**src/rtl/ps2_mouse_position.sv**
```systemverilog
// PS/2 mouse stream receiver: decodes 3-byte movement packets and accumulates a
// clamped absolute cursor position plus button state.
module ps2_mouse_position #(
  parameter int unsigned SCREEN_W       = 640,
  parameter int unsigned SCREEN_H       = 480,
  parameter int unsigned TIMEOUT_CYCLES = 200000
) (
  input  logic        clk,
  input  logic        rst,
  input  logic        ps2_clk,
  input  logic        ps2_data,
  output logic [15:0] mouse_position_x,
  output logic [15:0] mouse_position_y,
  output logic        btn_left,
  output logic        btn_right,
  output logic        btn_middle,
  output logic        packet_valid,
  output logic        frame_err
);

  localparam int unsigned CntW = $clog2(TIMEOUT_CYCLES + 1);
  localparam logic [CntW-1:0] ToLim = CntW'(TIMEOUT_CYCLES);
  localparam logic signed [17:0] XMax = 18'(SCREEN_W - 1);
  localparam logic signed [17:0] YMax = 18'(SCREEN_H - 1);

  typedef enum logic [1:0] {StIdle, StData, StParity, StStop} state_e;

  // Synchronisers; reset high so an idle bus never looks like an edge.
  logic clk_meta_q, clk_sync_q, clk_prev_q;
  logic data_meta_q, data_sync_q;

  always_ff @(posedge clk or posedge rst) begin
    if (rst) begin
      clk_meta_q  <= 1'b1;
      clk_sync_q  <= 1'b1;
      clk_prev_q  <= 1'b1;
      data_meta_q <= 1'b1;
      data_sync_q <= 1'b1;
    end else begin
      clk_meta_q  <= ps2_clk;
      clk_sync_q  <= clk_meta_q;
      clk_prev_q  <= clk_sync_q;
      data_meta_q <= ps2_data;
      data_sync_q <= data_meta_q;
    end
  end

  logic ps2_edge;
  assign ps2_edge = clk_prev_q & ~clk_sync_q;

  state_e          state_q, state_d;
  logic [2:0]      bit_cnt_q, bit_cnt_d;
  logic [7:0]      shift_q, shift_d;
  logic            parity_q, parity_d;
  logic [1:0]      byte_idx_q, byte_idx_d;
  logic [7:0]      byte0_q, byte0_d;
  logic [7:0]      byte1_q, byte1_d;
  logic [15:0]     x_q, x_d;
  logic [15:0]     y_q, y_d;
  logic [2:0]      btn_q, btn_d;
  logic            pkt_valid_q, pkt_valid_d;
  logic            frame_err_q, frame_err_d;
  logic [CntW-1:0] to_cnt_q, to_cnt_d;

  always_ff @(posedge clk or posedge rst) begin
    if (rst) begin
      state_q     <= StIdle;
      bit_cnt_q   <= '0;
      shift_q     <= '0;
      parity_q    <= 1'b0;
      byte_idx_q  <= '0;
      byte0_q     <= '0;
      byte1_q     <= '0;
      x_q         <= 16'(SCREEN_W / 2);
      y_q         <= 16'(SCREEN_H / 2);
      btn_q       <= '0;
      pkt_valid_q <= 1'b0;
      frame_err_q <= 1'b0;
      to_cnt_q    <= '0;
    end else begin
      state_q     <= state_d;
      bit_cnt_q   <= bit_cnt_d;
      shift_q     <= shift_d;
      parity_q    <= parity_d;
      byte_idx_q  <= byte_idx_d;
      byte0_q     <= byte0_d;
      byte1_q     <= byte1_d;
      x_q         <= x_d;
      y_q         <= y_d;
      btn_q       <= btn_d;
      pkt_valid_q <= pkt_valid_d;
      frame_err_q <= frame_err_d;
      to_cnt_q    <= to_cnt_d;
    end
  end

  // Movement arithmetic; byte 2 is still in the shift register at the stop edge.
  logic signed [17:0] dx, dy, x_sum, y_sum;
  logic [15:0]        x_clamp, y_clamp;

  always_comb begin
    dx    = byte0_q[6] ? 18'sd0 : {{9{byte0_q[4]}}, byte0_q[4], byte1_q};
    dy    = byte0_q[7] ? 18'sd0 : {{9{byte0_q[5]}}, byte0_q[5], shift_q};
    x_sum = $signed({2'b00, x_q}) + dx;
    y_sum = $signed({2'b00, y_q}) - dy;
    if (x_sum < 18'sd0)     x_clamp = '0;
    else if (x_sum > XMax)  x_clamp = XMax[15:0];
    else                    x_clamp = x_sum[15:0];
    if (y_sum < 18'sd0)     y_clamp = '0;
    else if (y_sum > YMax)  y_clamp = YMax[15:0];
    else                    y_clamp = y_sum[15:0];
  end

  logic busy, timeout, frame_good;
  assign busy       = (state_q != StIdle) || (byte_idx_q != 2'd0);
  assign timeout    = !ps2_edge && (to_cnt_q == ToLim) && busy;
  assign frame_good = data_sync_q && (^{shift_q, parity_q});

  always_comb begin
    state_d     = state_q;
    bit_cnt_d   = bit_cnt_q;
    shift_d     = shift_q;
    parity_d    = parity_q;
    byte_idx_d  = byte_idx_q;
    byte0_d     = byte0_q;
    byte1_d     = byte1_q;
    x_d         = x_q;
    y_d         = y_q;
    btn_d       = btn_q;
    pkt_valid_d = 1'b0;
    frame_err_d = 1'b0;

    if (ps2_edge)              to_cnt_d = '0;
    else if (to_cnt_q != ToLim) to_cnt_d = to_cnt_q + CntW'(1);
    else                        to_cnt_d = to_cnt_q;

    if (timeout) begin
      state_d     = StIdle;
      byte_idx_d  = 2'd0;
      frame_err_d = 1'b1;
    end else if (ps2_edge) begin
      unique case (state_q)
        StIdle: begin
          if (!data_sync_q) begin
            state_d   = StData;
            bit_cnt_d = '0;
          end
        end
        StData: begin
          shift_d   = {data_sync_q, shift_q[7:1]};
          bit_cnt_d = bit_cnt_q + 3'd1;
          if (bit_cnt_q == 3'd7) state_d = StParity;
        end
        StParity: begin
          parity_d = data_sync_q;
          state_d  = StStop;
        end
        StStop: begin
          state_d = StIdle;
          if (frame_good) begin
            case (byte_idx_q)
              2'd0: begin
                // Bytes without the sync bit are dropped silently.
                if (shift_q[3]) begin
                  byte0_d    = shift_q;
                  byte_idx_d = 2'd1;
                end
              end
              2'd1: begin
                byte1_d    = shift_q;
                byte_idx_d = 2'd2;
              end
              2'd2: begin
                x_d         = x_clamp;
                y_d         = y_clamp;
                btn_d       = {byte0_q[2], byte0_q[1], byte0_q[0]};
                pkt_valid_d = 1'b1;
                byte_idx_d  = 2'd0;
              end
              default: byte_idx_d = 2'd0;
            endcase
          end else begin
            frame_err_d = 1'b1;
            byte_idx_d  = 2'd0;
          end
        end
        default: state_d = StIdle;
      endcase
    end
  end

  assign mouse_position_x = x_q;
  assign mouse_position_y = y_q;
  assign btn_left         = btn_q[0];
  assign btn_right        = btn_q[1];
  assign btn_middle       = btn_q[2];
  assign packet_valid     = pkt_valid_q;
  assign frame_err        = frame_err_q;

endmodule

```
**config.mk**
```make
export PLATFORM = sky130hd
export DESIGN_NAME = ps2_mouse_position
export DESIGN_NICKNAME = d
export VERILOG_FILES = /design/src/rtl/ps2_mouse_position.sv
export SDC_FILE = /design/constraint.sdc
export NUM_CORES = 1
export LEC_CHECK = 0
export BUFFER_PORTS_ARGS = -buffer_cell sky130_fd_sc_hd__buf_2
export CAP_MARGIN = 20
export CORE_UTILIZATION = 40
export DETAILED_ROUTE_END_ITERATION = 10
export PLACE_DENSITY = 0.63
export SYNTH_ARGS = -nofsm -noshare
export SYNTH_HDL_FRONTEND = slang
export SYNTH_SLANG_ARGS = --single-unit
```
**constraint.sdc**
```tcl
create_clock -name clk -period 4.05 [get_ports clk]
set_input_delay 0 -clock clk [delete_from_list [all_inputs] [get_ports clk]]
set_output_delay 0 -clock clk [all_outputs]
set_load 0.02 [all_outputs]
```
==> reports/metrics.cfg <==
[status]
status = completed

[cells_and_area]
area_delta_synth_final_pct = 12.3
nNetsFinal = 679
final_common_cell = dfrtp_1
diodes = 0
drive_gt1_share_pct = 17.9
fin_cells = 824
layout_common_cells = 80 x dfrtp_1, 57 x nand2_1, 49 x nor2_1

[sta]
skew_ns = 0.00924
hold_viol_final = 0
setup_viol_count_final = 0
relSlewSlack_pct = 34.8
layout_min_cycle_time_ns = 3.68
tightest_slew_ns = 0.976
rsz0062_at_grt = false
max_freq_mhz = 272
drv_slew = 0
tns_ns = 0
period_share_pct = 90.9
whs_ns = 0.288

[floorplanning]
design.portCount = 41
design.core.area_mm2 = 0.0139
row_count = 43
die_area_mm2 = 0.0148
die_x_um = 122
start_util_pct = 41.2
die_y_um = 122

[routing]
met1Wirelength_um = 5780
dr.pass1.iters = 5
drc = 0
vias = 4518
highest_layer = met4
met3_length_um = 396
dr_wl_met2_um = 5930
vias_per_cell = 5.48
ant_nets = 0
drt-total-wl_um = 12300
wl_per_cell_um = 14.9
drt_iter0_markers = 464

[logic_synthesis]
synth_edf_count = 0
yosysSeqAreaShare_pct = 39.9
synth_warnings = 0
synthCells = 604
syn_area_mm2 = 0.00574
synthFlopType = dfrtp_1
async_flop_share_pct = 100
synth_cell_types = 70
syn-num-nets = 644
synth_seq_cells = 91
avgSynthCellArea_um2 = 9.51

[placed_design]
routabilityCongestion = 0.865
dp.final_hpwl_um = 8700
port_buffers = 40
place_inst = 804

[clocking]
cts_tree = done
cts.htree.levels = 3
cts_made_buffers = 9
post_cts_buffers = 0
clock-root-buffer = clkbuf_16
cts_buffer_depth = 2
clkTransAtPathRegs_ns = 0.07
cts_sinks = 91
clk_latency_ns = 0.35

[grt]
grt_pass1_wl_um = 20400
antenna_found_initial = 0
grt_pass1_vias = 4192
grt_overflow = 0
grt_max_degree = 51
grt_util_all_layers_pct = 17.4

[worst_hold_path]
hp-class = in2async

[worst_setup_path]
arrival_ns = 3.98
worstSetupStartpointType = register
path_max_fanout = 10
path_class = reg2reg
endpoint_kind = register
cp.required_ns = 4.34

[pwr]
vdd_drop_max_v = 0.000248
finalPower_w = 0.00320
leakagePower_nw = 3.11
power_density_mw_per_mm2 = 496

[job]
drv_cap = 0

sequential cells by signal, summed over array words and instances (netlist names), 2 cells and up:
| signal | flops |
|---|---|
| byte0_q | 7 |
| byte_idx_q | 2 |
| btn_q | 3 |
| mouse_position_x | 16 |
| state_q | 2 |
| byte1_q | 8 |
| mouse_position_y | 16 |
| bit_cnt_q | 3 |
| shift_q | 8 |
| to_cnt_q | 18 |
critical path: stages (launching register included):
cell       delay, ns
dfrtp_1         0.46
nor2b_1         0.36
inv_1           0.28
ha_1            0.39
inv_1           0.12
o21bai_1        0.09
a221o_1         0.30
a21oi_2         0.15
o21ai_1         0.13
nor4_1          0.32
a31oi_1         0.12
a2111oi_4       0.64
a32o_1          0.26
cell type report:
| cell class | count | area, um2 |
|---|---|---|
| Timing Repair Buffer | 48 | 273 |
| Fill cell | 1314 | 7480 |
| Clock buffer | 10 | 239 |
| Tap cell | 180 | 225 |
| Sequential cell | 91 | 2290 |
| Inverter | 21 | 80.1 |
| Multi-Input combinational cell | 468 | 3250 |
| Clock inverter | 6 | 88.8 |
timing repair:
action	in CTS	in global routing
endpoints found under the hold margin	37	0
setup endpoints to repair	0	4
resized for setup	0	1
hold buffers	3	0
power by group:
group | internal, W | switching [W] | leakage, nW
logic | 0.000532 | 0.000596 | 1.75
registers | 0.00101 | 0.000134 | 1.21
clock network | 0.000558 | 0.000370 | 0.155
synthesized netlist by cell type, types with 8 or more instances:
cell       n  area [um2]
o21ai_0   28         140
xor2_1    19         166
a31oi_1   13        81.3
clkbuf_1  11        41.3
nand2_1   57         214
dfrtp_1   80        2000
buf_2      8        40.0
nand3_1   29         145
nor2_1    49         184
nand2b_1  17         106
nor3_1    13        65.1
nor2b_1   14        87.6
xnor2_1   20         175
ha_1      34         425
and2_1    12        75.1
a21oi_1   30         150
dfstp_2   11         289
inv_1     21        78.8
mux2_2    25         282
metrics by stage:
stage | util, % | setup WS, ns | instance area [um2]
after floorplan | - | 0.802 | 5740
after global placement | 43.6 | 0.406 | 6080
after detailed placement | 43.6 | 0.321 | 6080
after CTS | 46.2 | 0.284 | 6440
after global routing | 46.3 | 0.111 | 6450
final | 46.3 | 0.367 | 6450
logic make-up (layout without fill, tap and decap cells):
family / Yosys count / after routing / share of synthesized area, %
simple gates: 230 / 230 / 20.2
compound gates: 132 / 132 / 15.9
buf+inv: 45 / 85 / 3.46
fa+ha+maj: 36 / 36 / 8.10
flops: 91 / 91 / 39.9
mux: 29 / 29 / 5.60
xor+xnor: 41 / 41 / 6.80
metal layers:
layer / GRT usage, % / up-vias
li1: - / 2245
met4: 5.79 / 0
met3: 3.37 / 15
met5: 0 / -
met1: 22.7 / 2172
met2: 28.9 / 86
path summary, 6_finish.rpt:
path | start | endpoint | slack, ns | cells past startpoint
max in group asynchronous | rst | mouse_position_x[12] | 2.66 | 4
worst min-delay path | rst | mouse_position_x[1] | 0.29 | 3
worst min register to register | clk_meta_q | clk_sync_q | 0.36 | 0
worst max-delay path | byte0_q[7] | mouse_position_y[5] | 0.37 | 12
min in group clk | ps2_data | data_meta_q | 0.30 | 2
worst max register to register | byte0_q[7] | mouse_position_y[5] | 0.37 | 12
Power figures use the tool's default switching activity.
